## config.mk

```make
export PLATFORM = sky130hd
export DESIGN_NAME = ahb_arbiter_flat
export DESIGN_NICKNAME = d
export VERILOG_FILES = /design/src/rtl/ahb_arbiter_if.sv /design/src/rtl/ahb_arbiter.sv /design/src/flat_wrapper.sv
export SDC_FILE = /design/constraint.sdc
export NUM_CORES = 1
export LEC_CHECK = 0
export ABC_AREA = 1
export BUFFER_PORTS_ARGS = -buffer_cell sky130_fd_sc_hd__buf_2
export CORE_AREA = 2 2 39 41
export DETAILED_ROUTE_END_ITERATION = 8
export DIE_AREA = 0 0 41 43
export PLACE_DENSITY = 0.74
export SYNTH_ARGS = -nofsm -noshare
export SYNTH_HDL_FRONTEND = slang
export SYNTH_SLANG_ARGS = --single-unit
```

## constraint.sdc

```tcl
create_clock -name HCLK -period 3.6 [get_ports HCLK]
set_clock_uncertainty 0.1 [all_clocks]
set_input_delay 0.54 -clock HCLK [delete_from_list [all_inputs] [get_ports HCLK]]
set_output_delay 0.54 -clock HCLK [all_outputs]
set_load 0.02 [all_outputs]
```

## src/rtl/ahb_arbiter_if.sv

```systemverilog
// ahb_arbiter_if
//   Bundles the arbiter's bus-facing signals.
//   master modport : request side (drives HBUSREQ/HLOCK/HTRANS/HBURST/HREADY,
//                    observes HGRANT/HMASTER/HMASTLOCK)
//   slave modport  : arbiter side (the reverse)
//   HBUSREQ/HLOCK  : per-master request and lock request
//   HTRANS/HBURST  : transfer and burst type of the currently muxed master
//   HREADY         : bus-wide ready
//   HGRANT         : one-hot grant
//   HMASTER        : address-phase owner index
//   HMASTLOCK      : current address phase belongs to a locked sequence
interface ahb_arbiter_if #(
   parameter int NO_OF_MASTERS  = 2,
   parameter int MASTER_ID_BITS = 1
);
   logic [NO_OF_MASTERS-1:0]  HBUSREQ;
   logic [NO_OF_MASTERS-1:0]  HLOCK;
   logic [1:0]                HTRANS;
   logic [2:0]                HBURST;
   logic                      HREADY;
   logic [NO_OF_MASTERS-1:0]  HGRANT;
   logic [MASTER_ID_BITS-1:0] HMASTER;
   logic                      HMASTLOCK;

   modport master (
      output HBUSREQ, HLOCK, HTRANS, HBURST, HREADY,
      input  HGRANT, HMASTER, HMASTLOCK
   );

   modport slave (
      input  HBUSREQ, HLOCK, HTRANS, HBURST, HREADY,
      output HGRANT, HMASTER, HMASTLOCK
   );
endinterface

```

## src/rtl/ahb_arbiter.sv

```systemverilog
// ahb_arbiter
//   Multi-master AHB arbiter. Registers a one-hot grant, defers re-arbitration
//   until a fixed-length burst reaches its last beat and the owner has released
//   HLOCK, and hands address-phase ownership (HMASTER/HMASTLOCK) over on HREADY.
//   Ports:
//     HCLK    : clock, rising edge
//     HRESETn : synchronous active-low reset
//     bus     : ahb_arbiter_if.slave (requests/transfer info in, grant/owner out)
//   Build option:
//     ARB_FIXED_PRIO_EN : lowest-indexed requester wins (no rotating pointer);
//                         undefined -> round-robin.
module ahb_arbiter #(
   parameter int NO_OF_MASTERS  = 2,
   parameter int DEFAULT_MASTER = 0,
   parameter int MASTER_ID_BITS = 1
) (
   input  logic          HCLK,
   input  logic          HRESETn,
   ahb_arbiter_if.slave  bus
);

   localparam logic [1:0] TR_IDLE   = 2'd0;
   localparam logic [1:0] TR_NONSEQ = 2'd2;
   localparam logic [1:0] TR_SEQ    = 2'd3;

   localparam logic [MASTER_ID_BITS-1:0] DEF_IDX = MASTER_ID_BITS'(DEFAULT_MASTER);
   localparam logic [NO_OF_MASTERS-1:0]  GRANT_RST =
      {{(NO_OF_MASTERS-1){1'b0}}, 1'b1} << DEFAULT_MASTER;

   logic [4:0]                beat_q, beat_d, burst_len;
   logic [NO_OF_MASTERS-1:0]  hgrant_q, hgrant_d;
   logic [MASTER_ID_BITS-1:0] hmaster_q, hmaster_d;
   logic                      hmastlock_q, hmastlock_d;
   logic [MASTER_ID_BITS-1:0] gidx, winner;
   logic                      arb_ok;

   // Index of the currently granted master (grant is always one-hot).
   always_comb begin
      gidx = '0;
      for (int i = 0; i < NO_OF_MASTERS; i++)
         if (hgrant_q[i]) gidx = MASTER_ID_BITS'(i);
   end

   always_comb begin
      case (bus.HBURST)
         3'd2, 3'd3: burst_len = 5'd3;
         3'd4, 3'd5: burst_len = 5'd7;
         3'd6, 3'd7: burst_len = 5'd15;
         default:    burst_len = 5'd0;   // SINGLE / INCR
      endcase
   end

   // Remaining beats of a fixed-length burst; BUSY and wait states hold it.
   always_comb begin
      beat_d = beat_q;
      if (bus.HREADY) begin
         case (bus.HTRANS)
            TR_NONSEQ: beat_d = burst_len;
            TR_SEQ:    beat_d = (beat_q != 5'd0) ? beat_q - 5'd1 : 5'd0;
            TR_IDLE:   beat_d = 5'd0;
            default:   beat_d = beat_q;
         endcase
      end
   end

   // Uses the pre-update counter, so a NONSEQ edge still sees the old count.
   assign arb_ok = (beat_q <= 5'd1) && !bus.HLOCK[gidx];

`ifdef ARB_FIXED_PRIO_EN
   // Descending scan leaves the lowest-indexed requester in winner.
   always_comb begin
      winner = DEF_IDX;
      for (int i = NO_OF_MASTERS - 1; i >= 0; i--)
         if (bus.HBUSREQ[i]) winner = MASTER_ID_BITS'(i);
   end
`else
   logic [MASTER_ID_BITS-1:0] ptr_q, ptr_d;
   logic [MASTER_ID_BITS-1:0] win_hi, win_lo;
   logic                      hi_found, lo_found;

   // Round-robin as two descending scans: lowest requester at/after the
   // pointer, else lowest requester overall (the wrap-around case).
   always_comb begin
      win_hi   = '0;
      win_lo   = '0;
      hi_found = 1'b0;
      lo_found = 1'b0;
      for (int i = NO_OF_MASTERS - 1; i >= 0; i--) begin
         if (bus.HBUSREQ[i]) begin
            win_lo   = MASTER_ID_BITS'(i);
            lo_found = 1'b1;
            if (i >= int'(ptr_q)) begin
               win_hi   = MASTER_ID_BITS'(i);
               hi_found = 1'b1;
            end
         end
      end
      if (hi_found)      winner = win_hi;
      else if (lo_found) winner = win_lo;
      else               winner = DEF_IDX;
   end

   always_comb begin
      ptr_d = ptr_q;
      if (arb_ok)
         ptr_d = (int'(winner) == NO_OF_MASTERS - 1) ? '0 : winner + 1'b1;
   end

   always_ff @(posedge HCLK) begin
      if (!HRESETn) ptr_q <= DEF_IDX;
      else          ptr_q <= ptr_d;
   end
`endif

   always_comb begin
      hgrant_d = hgrant_q;
      if (arb_ok) begin
         hgrant_d         = '0;
         hgrant_d[winner] = 1'b1;
      end
   end

   // Ownership only moves at an HREADY edge.
   always_comb begin
      hmaster_d   = hmaster_q;
      hmastlock_d = hmastlock_q;
      if (bus.HREADY) begin
         hmaster_d   = gidx;
         hmastlock_d = bus.HLOCK[gidx];
      end
   end

   always_ff @(posedge HCLK) begin
      if (!HRESETn) begin
         beat_q      <= 5'd0;
         hgrant_q    <= GRANT_RST;
         hmaster_q   <= DEF_IDX;
         hmastlock_q <= 1'b0;
      end else begin
         beat_q      <= beat_d;
         hgrant_q    <= hgrant_d;
         hmaster_q   <= hmaster_d;
         hmastlock_q <= hmastlock_d;
      end
   end

   assign bus.HGRANT    = hgrant_q;
   assign bus.HMASTER   = hmaster_q;
   assign bus.HMASTLOCK = hmastlock_q;

endmodule
```

## src/flat_wrapper.sv

```systemverilog
// flat-port wrapper written by rule: the top's interface ports become plain ports
module ahb_arbiter_flat 
#(
   parameter int NO_OF_MASTERS  = 2,
   parameter int DEFAULT_MASTER = 0,
   parameter int MASTER_ID_BITS = 1
)
  (HCLK, HRESETn, bus_HBUSREQ, bus_HLOCK, bus_HTRANS, bus_HBURST, bus_HREADY, bus_HGRANT, bus_HMASTER, bus_HMASTLOCK);
  ahb_arbiter_if #(.NO_OF_MASTERS(NO_OF_MASTERS), .MASTER_ID_BITS(MASTER_ID_BITS)) bus_i ();
  input  logic HCLK;
  input  logic HRESETn;
  input wire logic [$bits(bus_i.HBUSREQ)-1:0] bus_HBUSREQ;
  input wire logic [$bits(bus_i.HLOCK)-1:0] bus_HLOCK;
  input wire logic [$bits(bus_i.HTRANS)-1:0] bus_HTRANS;
  input wire logic [$bits(bus_i.HBURST)-1:0] bus_HBURST;
  input wire logic [$bits(bus_i.HREADY)-1:0] bus_HREADY;
  output wire logic [$bits(bus_i.HGRANT)-1:0] bus_HGRANT;
  output wire logic [$bits(bus_i.HMASTER)-1:0] bus_HMASTER;
  output wire logic [$bits(bus_i.HMASTLOCK)-1:0] bus_HMASTLOCK;
  assign bus_i.HBUSREQ = bus_HBUSREQ;
  assign bus_i.HLOCK = bus_HLOCK;
  assign bus_i.HTRANS = bus_HTRANS;
  assign bus_i.HBURST = bus_HBURST;
  assign bus_i.HREADY = bus_HREADY;
  assign bus_HGRANT = bus_i.HGRANT;
  assign bus_HMASTER = bus_i.HMASTER;
  assign bus_HMASTLOCK = bus_i.HMASTLOCK;
  ahb_arbiter #(.NO_OF_MASTERS(NO_OF_MASTERS), .DEFAULT_MASTER(DEFAULT_MASTER), .MASTER_ID_BITS(MASTER_ID_BITS)) u_core (.HCLK(HCLK), .HRESETn(HRESETn), .bus(bus_i));
endmodule
```

## Word level (Yosys, flattened, before mapping)

Cells that the tools add are included.

| word-level totals | value |
|---|---|
| output and inout bits | 4 |
| RAM bits | 0 |
| memories | 0 |
| bits in read-only memories | 0 |
| logic and storage cells | 48 |
| bits in latches | 0 |
| register bits | 10 |

| operators by class | value |
|---|---|
| multiplexer cells | 18 |
| equality and inequality tests | 8 |
| shift-type cells | 0 |
| add/sub/neg operators | 2 |
| divide/modulo/power cells | 0 |
| bitwise logic cells | 0 |
| reduce and logical (&&, ||, !) cells | 10 |
| $lt $le $gt $ge | 5 |
| $mul | 0 |

Operators with widths:

| operator | number |
|---|---|
| $pmux 5 s3 | 1 |
| $mux 1 | 14 |
| $eq 3x3->1 const B | 4 |
| $pmux 4 s3 | 1 |
| $eq 3x2->1 const B | 2 |
| $reduce_or 2->1 | 3 |
| $le 5x1->1 const B | 1 |
| $mux 5 | 1 |
| $reduce_bool 5->1 | 1 |
| $sub 5x1->5 const B | 1 |
| $eq 2x2->1 const B | 2 |
| $lt 1x2->1 const B | 2 |
| $reduce_bool 3->1 | 1 |
| $logic_and 1x1->1 | 2 |
| $logic_not 2->1 | 1 |
| $reduce_and 2->1 | 1 |
| $add 1x1->1 const B | 1 |
| $demux 1 s1 | 1 |
| $ge 1x1->1 const A | 1 |
| $ge 1x1->1 const B | 1 |
| $logic_not 1->1 | 1 |

## Longest topological paths before layout

| depth | value |
|---|---|
| word-level depth | 8 |
| depth in mapped cells | 9 |

## Least setup slack after synthesis

Ideal clock, no wire load.

| timing | value |
|---|---|
| path type | input -> register |
| start point | in bus_HTRANS[1] |
| end point | reg u_core.beat_q[4] |
| path slack | 2.179 ns |
| setup time | 0.056 ns |
| stages | 8 |
| arrival time | 1.265 ns |
| required time | 3.444 ns |
| buffers on the path | 0 |
| cells stage by stage | inv_1 ha_1 nand2_1 a21oi_2 nand2_1 nand2_1 nand2_1 inv_1 |

| on the way | value |
|---|---|
| word-level cells in the longest chain between the ends | 3 |

Ends and longest elaborated chain:

| what | line | text |
|---|---|---|
| from (decl) | flat_wrapper.sv:14 | `input wire logic [$bits(bus_i.HTRANS)-1:0] bus_HTRANS;` |
| $eq 2x2->1 / $logic_not 2->1 (equally long branches) | ahb_arbiter.sv:57 | `case (bus.HTRANS)` |
| $reduce_bool 3->1 (no source line) | n/a |  |
| $reduce_and 2->1 (no source line) | n/a |  |
| to (signal assigned) | ahb_arbiter.sv:140 | `beat_q <= beat_d;` |
| to (decl) | ahb_arbiter.sv:30 | `logic [4:0] beat_q, beat_d, burst_len;` |

Several ways; a longest one is shown, not always the timed one.
A chain may end at the register's enable or synchronous reset.

## Worst setup path in the final report

| timing | value |
|---|---|
| start point | reg u_core.hgrant_q[1] (netlist: u_core.bus.HGRANT[1]) |
| end point | out bus_HGRANT[1] |

RTL lines:

| what | line | text |
|---|---|---|
| from (decl) | ahb_arbiter.sv:31 | `logic [NO_OF_MASTERS-1:0] hgrant_q, hgrant_d;` |
| from (signal assigned) | ahb_arbiter.sv:141 | `hgrant_q <= hgrant_d;` |
| to (decl) | flat_wrapper.sv:17 | `output wire logic [$bits(bus_i.HGRANT)-1:0] bus_HGRANT;` |

No word-level cell between the ends.

==> summary.md <==
The flow ran to the end, and the final reports show no timing, DRC or antenna violations. After the last flow step, the layout net total stands at 122. Clock tree synthesis selected as its root buffer the cell sky130_fd_sc_hd__clkbuf_4. At the worst endpoint, the arrival time is 0.81 ns. The H-tree depth reported by CTS was 1.

Of all cell types, the one taking the most synthesized area is sky130_fd_sc_hd__dfxtp_1. The sum of net half-perimeters after detailed placement was 913 µm; the area taken by flip-flops and latches was 200 µm². In this run, synthesis produced a sequential element count of 10. Counting distinct cell types in the post-synthesis netlist gives 14. Yosys mapped a number of flops with a built-in enable equal to 0. Internal power comes to 0.000214 W.

Setup violations remaining at the end of the flow were counted as 0. The fraction of post-synthesis cell area in the top cell type by area is 0.331, and the global-route usage over all layers is 0.162. The part of the total power dissipated in the clock network was 0.329. The starting density of the core was 0.437. The maximum frequency from static timing analysis is 688 MHz, and the relative max-transition margin is 0.843.

The number of buffer and inverter instances along the worst setup path was 1. The run gives 0 as the number of antenna violations at the first check in global routing. The clock passes through at most 2 buffers. The largest single stage delay on the critical path is 0.36 ns. The sequential-to-total area share from yosys stat came out at 0.331.

Setup repair after global routing left no endpoint under its margin. The required time at the worst-slack endpoint was 2.96 ns. TritonCTS built the clock tree. After floorplanning, the core was divided into 14 placement rows. The slew of the pin with the lowest slew margin was 0.234 ns. Wire length reported by the detailed router: 1.15 mm. The proportion of register bits with asynchronous set or reset after synthesis came out at 0.

The setup path with the least slack is of type reg -> out. Synthesis produced a netlist with a net count of 104. In the synthesized netlist the dominant register cell turns out to be sky130_fd_sc_hd__dfxtp_1. For the first-pass GRT wire length, the log shows 1.93 mm. The vertical die dimension works out to 43 µm. Entering global routing, the biggest net connects 9 pins. The register share of total power is 0.417, and the total DRC errors in the routed layout is 0. The switching part of the total power was 0.317; the number of hold violations in the final report was 0.

The via density per instance is 4.76. For the number of buffers inserted for hold repair after clock tree synthesis, the log shows 0. Wire length per cell after detailed routing: 9.60 µm. The layout has 144 filler cells.

Number of routed nets with antenna violations: 0. The core region is 1380 µm². The part of the power in combinational logic was 0.253; the leakage component of the power was 0.376 nW.

Walking the worst path, the cells encountered are buf_2. The final critical-path share of the clock period is 0.404. The count of buffers added on input and output ports is 14. The tools report the via total after detailed routing as 571. By count the netlist is led by 18 x sky130_fd_sc_hd__nand2_1, 15 x sky130_fd_sc_hd__inv_1, 10 x sky130_fd_sc_hd__dfxtp_1, 10 x sky130_fd_sc_hd__nor2_1, 9 x sky130_fd_sc_hd__a21oi_1.

The worst vdd rail ir drop is 0.000273 V. Among all stages on the critical path, the largest delay is contributed by sky130_fd_sc_hd__dfxtp_1. The logs give 0 for the Yosys warning count and 340 µm² for the combined area of the multi-input logic cells.

CTS saw 10 sinks. The run gives 0 as the count of final max-slew check failures. The setup TNS is 0 ns, and the clock transition at the registers of the reported paths is 0.07 ns.

In this run, CTS created clock tree buffers numbering 3. The average instance in the mapped netlist occupies 6.95 µm². At the end of routability-driven placement, the weighted congestion stood at 0.796.

Family with the most delay on the worst path: flip-flops. After clock tree synthesis, the setup repair step added 0 buffers. The logs give 0 for the sum of overflow across all layers after global routing and 0.000313 W for the total chip power.

The repair_antennas step left the layout with diodes totalling 0. In this run the power density over the cells is 433 nW/µm². The leading cell type by number of instances after synthesis was sky130_fd_sc_hd__nand2_1.

The first routing iteration left 0 violations. STA classifies the critical path startpoint as a flip-flop. After layout, the minimum clock period comes to 1.45 ns. The tools report the endpoint type of the worst setup path as an output pin.

Clock latency on the worst-skew pair, taken at its later pin, is 0.27 ns. The number of global-route vias before repair is 504. The run gives 1 as the total iterations of the first detailed-routing run. The min-delay analysis places its worst path in the category reg -> reg. The layout overhead on the synthesized area is 19.7%, and the number of standard cells after synthesis is 87. The count of pins on the block boundary was 16. In this run the horizontal extent of the chip is 41 µm. Yosys attributes the largest share of cell area to sky130_fd_sc_hd__dfxtp_1 33%, sky130_fd_sc_hd__nand2_1 11%, sky130_fd_sc_hd__ha_1 10%. The fraction of final layout cells sized beyond drive strength 1 was 0.250. The share of the core filled with cells was 0.523; the area enclosed by the die boundary was 1760 µm². The top fanout value on the critical path was 4. The switching power of the nets is 0.0000992 W, and the cell area after technology mapping is 604 µm². The logs give 0 for the number of maximum-capacitance constraint violations and 0 for the total of cells resized after clock tree synthesis.
## cell type report
class                           count  area share
Multi-Input combinational cell     61       0.471
Inverter                           15      0.0779
Tap cell                           16      0.0277
Clock buffer                        4      0.0502
Timing Repair Buffer               14      0.0969
Sequential cell                    10       0.277
## metrics by stage
| stage | hold WS, ns | cells | worst slack (ns) | instance area [µm²] |
|---|---|---|---|---|
| 2_1_floorplan | 0.345 | 87 | 2.18 | 604 |
| 3_3_place_gp | 0.341 | 116 | 1.98 | 687 |
| 3_5_place_dp | 0.348 | 116 | 1.92 | 687 |
| 4_1_cts | 0.366 | 120 | 2.13 | 723 |
| 5_1_grt | 0.371 | 120 | 2.05 | 723 |
| 6_report | 0.361 | 120 | 2.15 | 723 |
## kinds of logic (layout without fill, tap and decap cells)
group	Yosys count	in the layout	synth area share
buf+inv	16	33	0.106
flops	10	10	0.331
xor+xnor	1	1	0.0145
simple gates	37	37	0.284
fa+ha+maj	5	5	0.104
compound gates	18	18	0.161
## power groups by stage
stage | clock, W | sequential (W) | combinational [W]
6_report | 0.000103 | 0.000131 | 0.0000793
5_1_grt | 0.000112 | 0.000133 | 0.0000925
4_1_cts | 0.000107 | 0.000131 | 0.0000805
3_5_place_dp | 0 | 0.000133 | 0.0000802
3_3_place_gp | 0 | 0.000133 | 0.0000780
2_1_floorplan | 0 | 0.000136 | 0.0000569
## flip-flops by register name, indices dropped and copies added (netlist names)
signal,flops
u_core.beat_q,5
u_core.bus.HGRANT,2
u_core.bus.HMASTER,1
u_core.bus.HMASTLOCK,1
u_core.ptr_q,1
## path summary, 6_finish.rpt
| path | startpoint | endpoint | slack (ns) | cells past startpoint |
|---|---|---|---|---|
| setup / recovery | u_core.bus.HGRANT[1]$_SDFFE_PN0P_ | bus_HGRANT[1] | 2.15 | 1 |
| hold / removal | u_core.bus.HGRANT[0]$_SDFFE_PN1P_ | u_core.bus.HGRANT[0]$_SDFFE_PN1P_ | 0.36 | 2 |
| setup reg to reg | u_core.beat_q[0]$_SDFFE_PN0P_ | u_core.beat_q[2]$_SDFFE_PN0P_ | 2.22 | 7 |
| hold reg to reg | u_core.bus.HGRANT[0]$_SDFFE_PN1P_ | u_core.bus.HGRANT[0]$_SDFFE_PN1P_ | 0.36 | 2 |
## per-layer routing
metal,GRT usage,up-vias,wire [µm]
li1,-,303,-
met1,0.166,252,494
met2,0.278,14,557
met3,0.0785,2,84
met4,0.0400,0,16
met5,0,-,0
## layout by cell type, fill, tap and decap left out, types with 2 or more instances in the layout
cell type and instances:
sky130_fd_sc_hd__ha_1 5, sky130_fd_sc_hd__o21ai_0 7, sky130_fd_sc_hd__clkbuf_4 3, sky130_fd_sc_hd__nand2_1 18, sky130_fd_sc_hd__nand3_1 3, sky130_fd_sc_hd__buf_2 14, sky130_fd_sc_hd__nand2_2 3, sky130_fd_sc_hd__a21oi_2 2
sky130_fd_sc_hd__a21oi_1 9, sky130_fd_sc_hd__dfxtp_1 10, sky130_fd_sc_hd__nor2_1 10, sky130_fd_sc_hd__nor2_4 2, sky130_fd_sc_hd__inv_1 15
No activity file was read; power rests on OpenSTA's default activity.
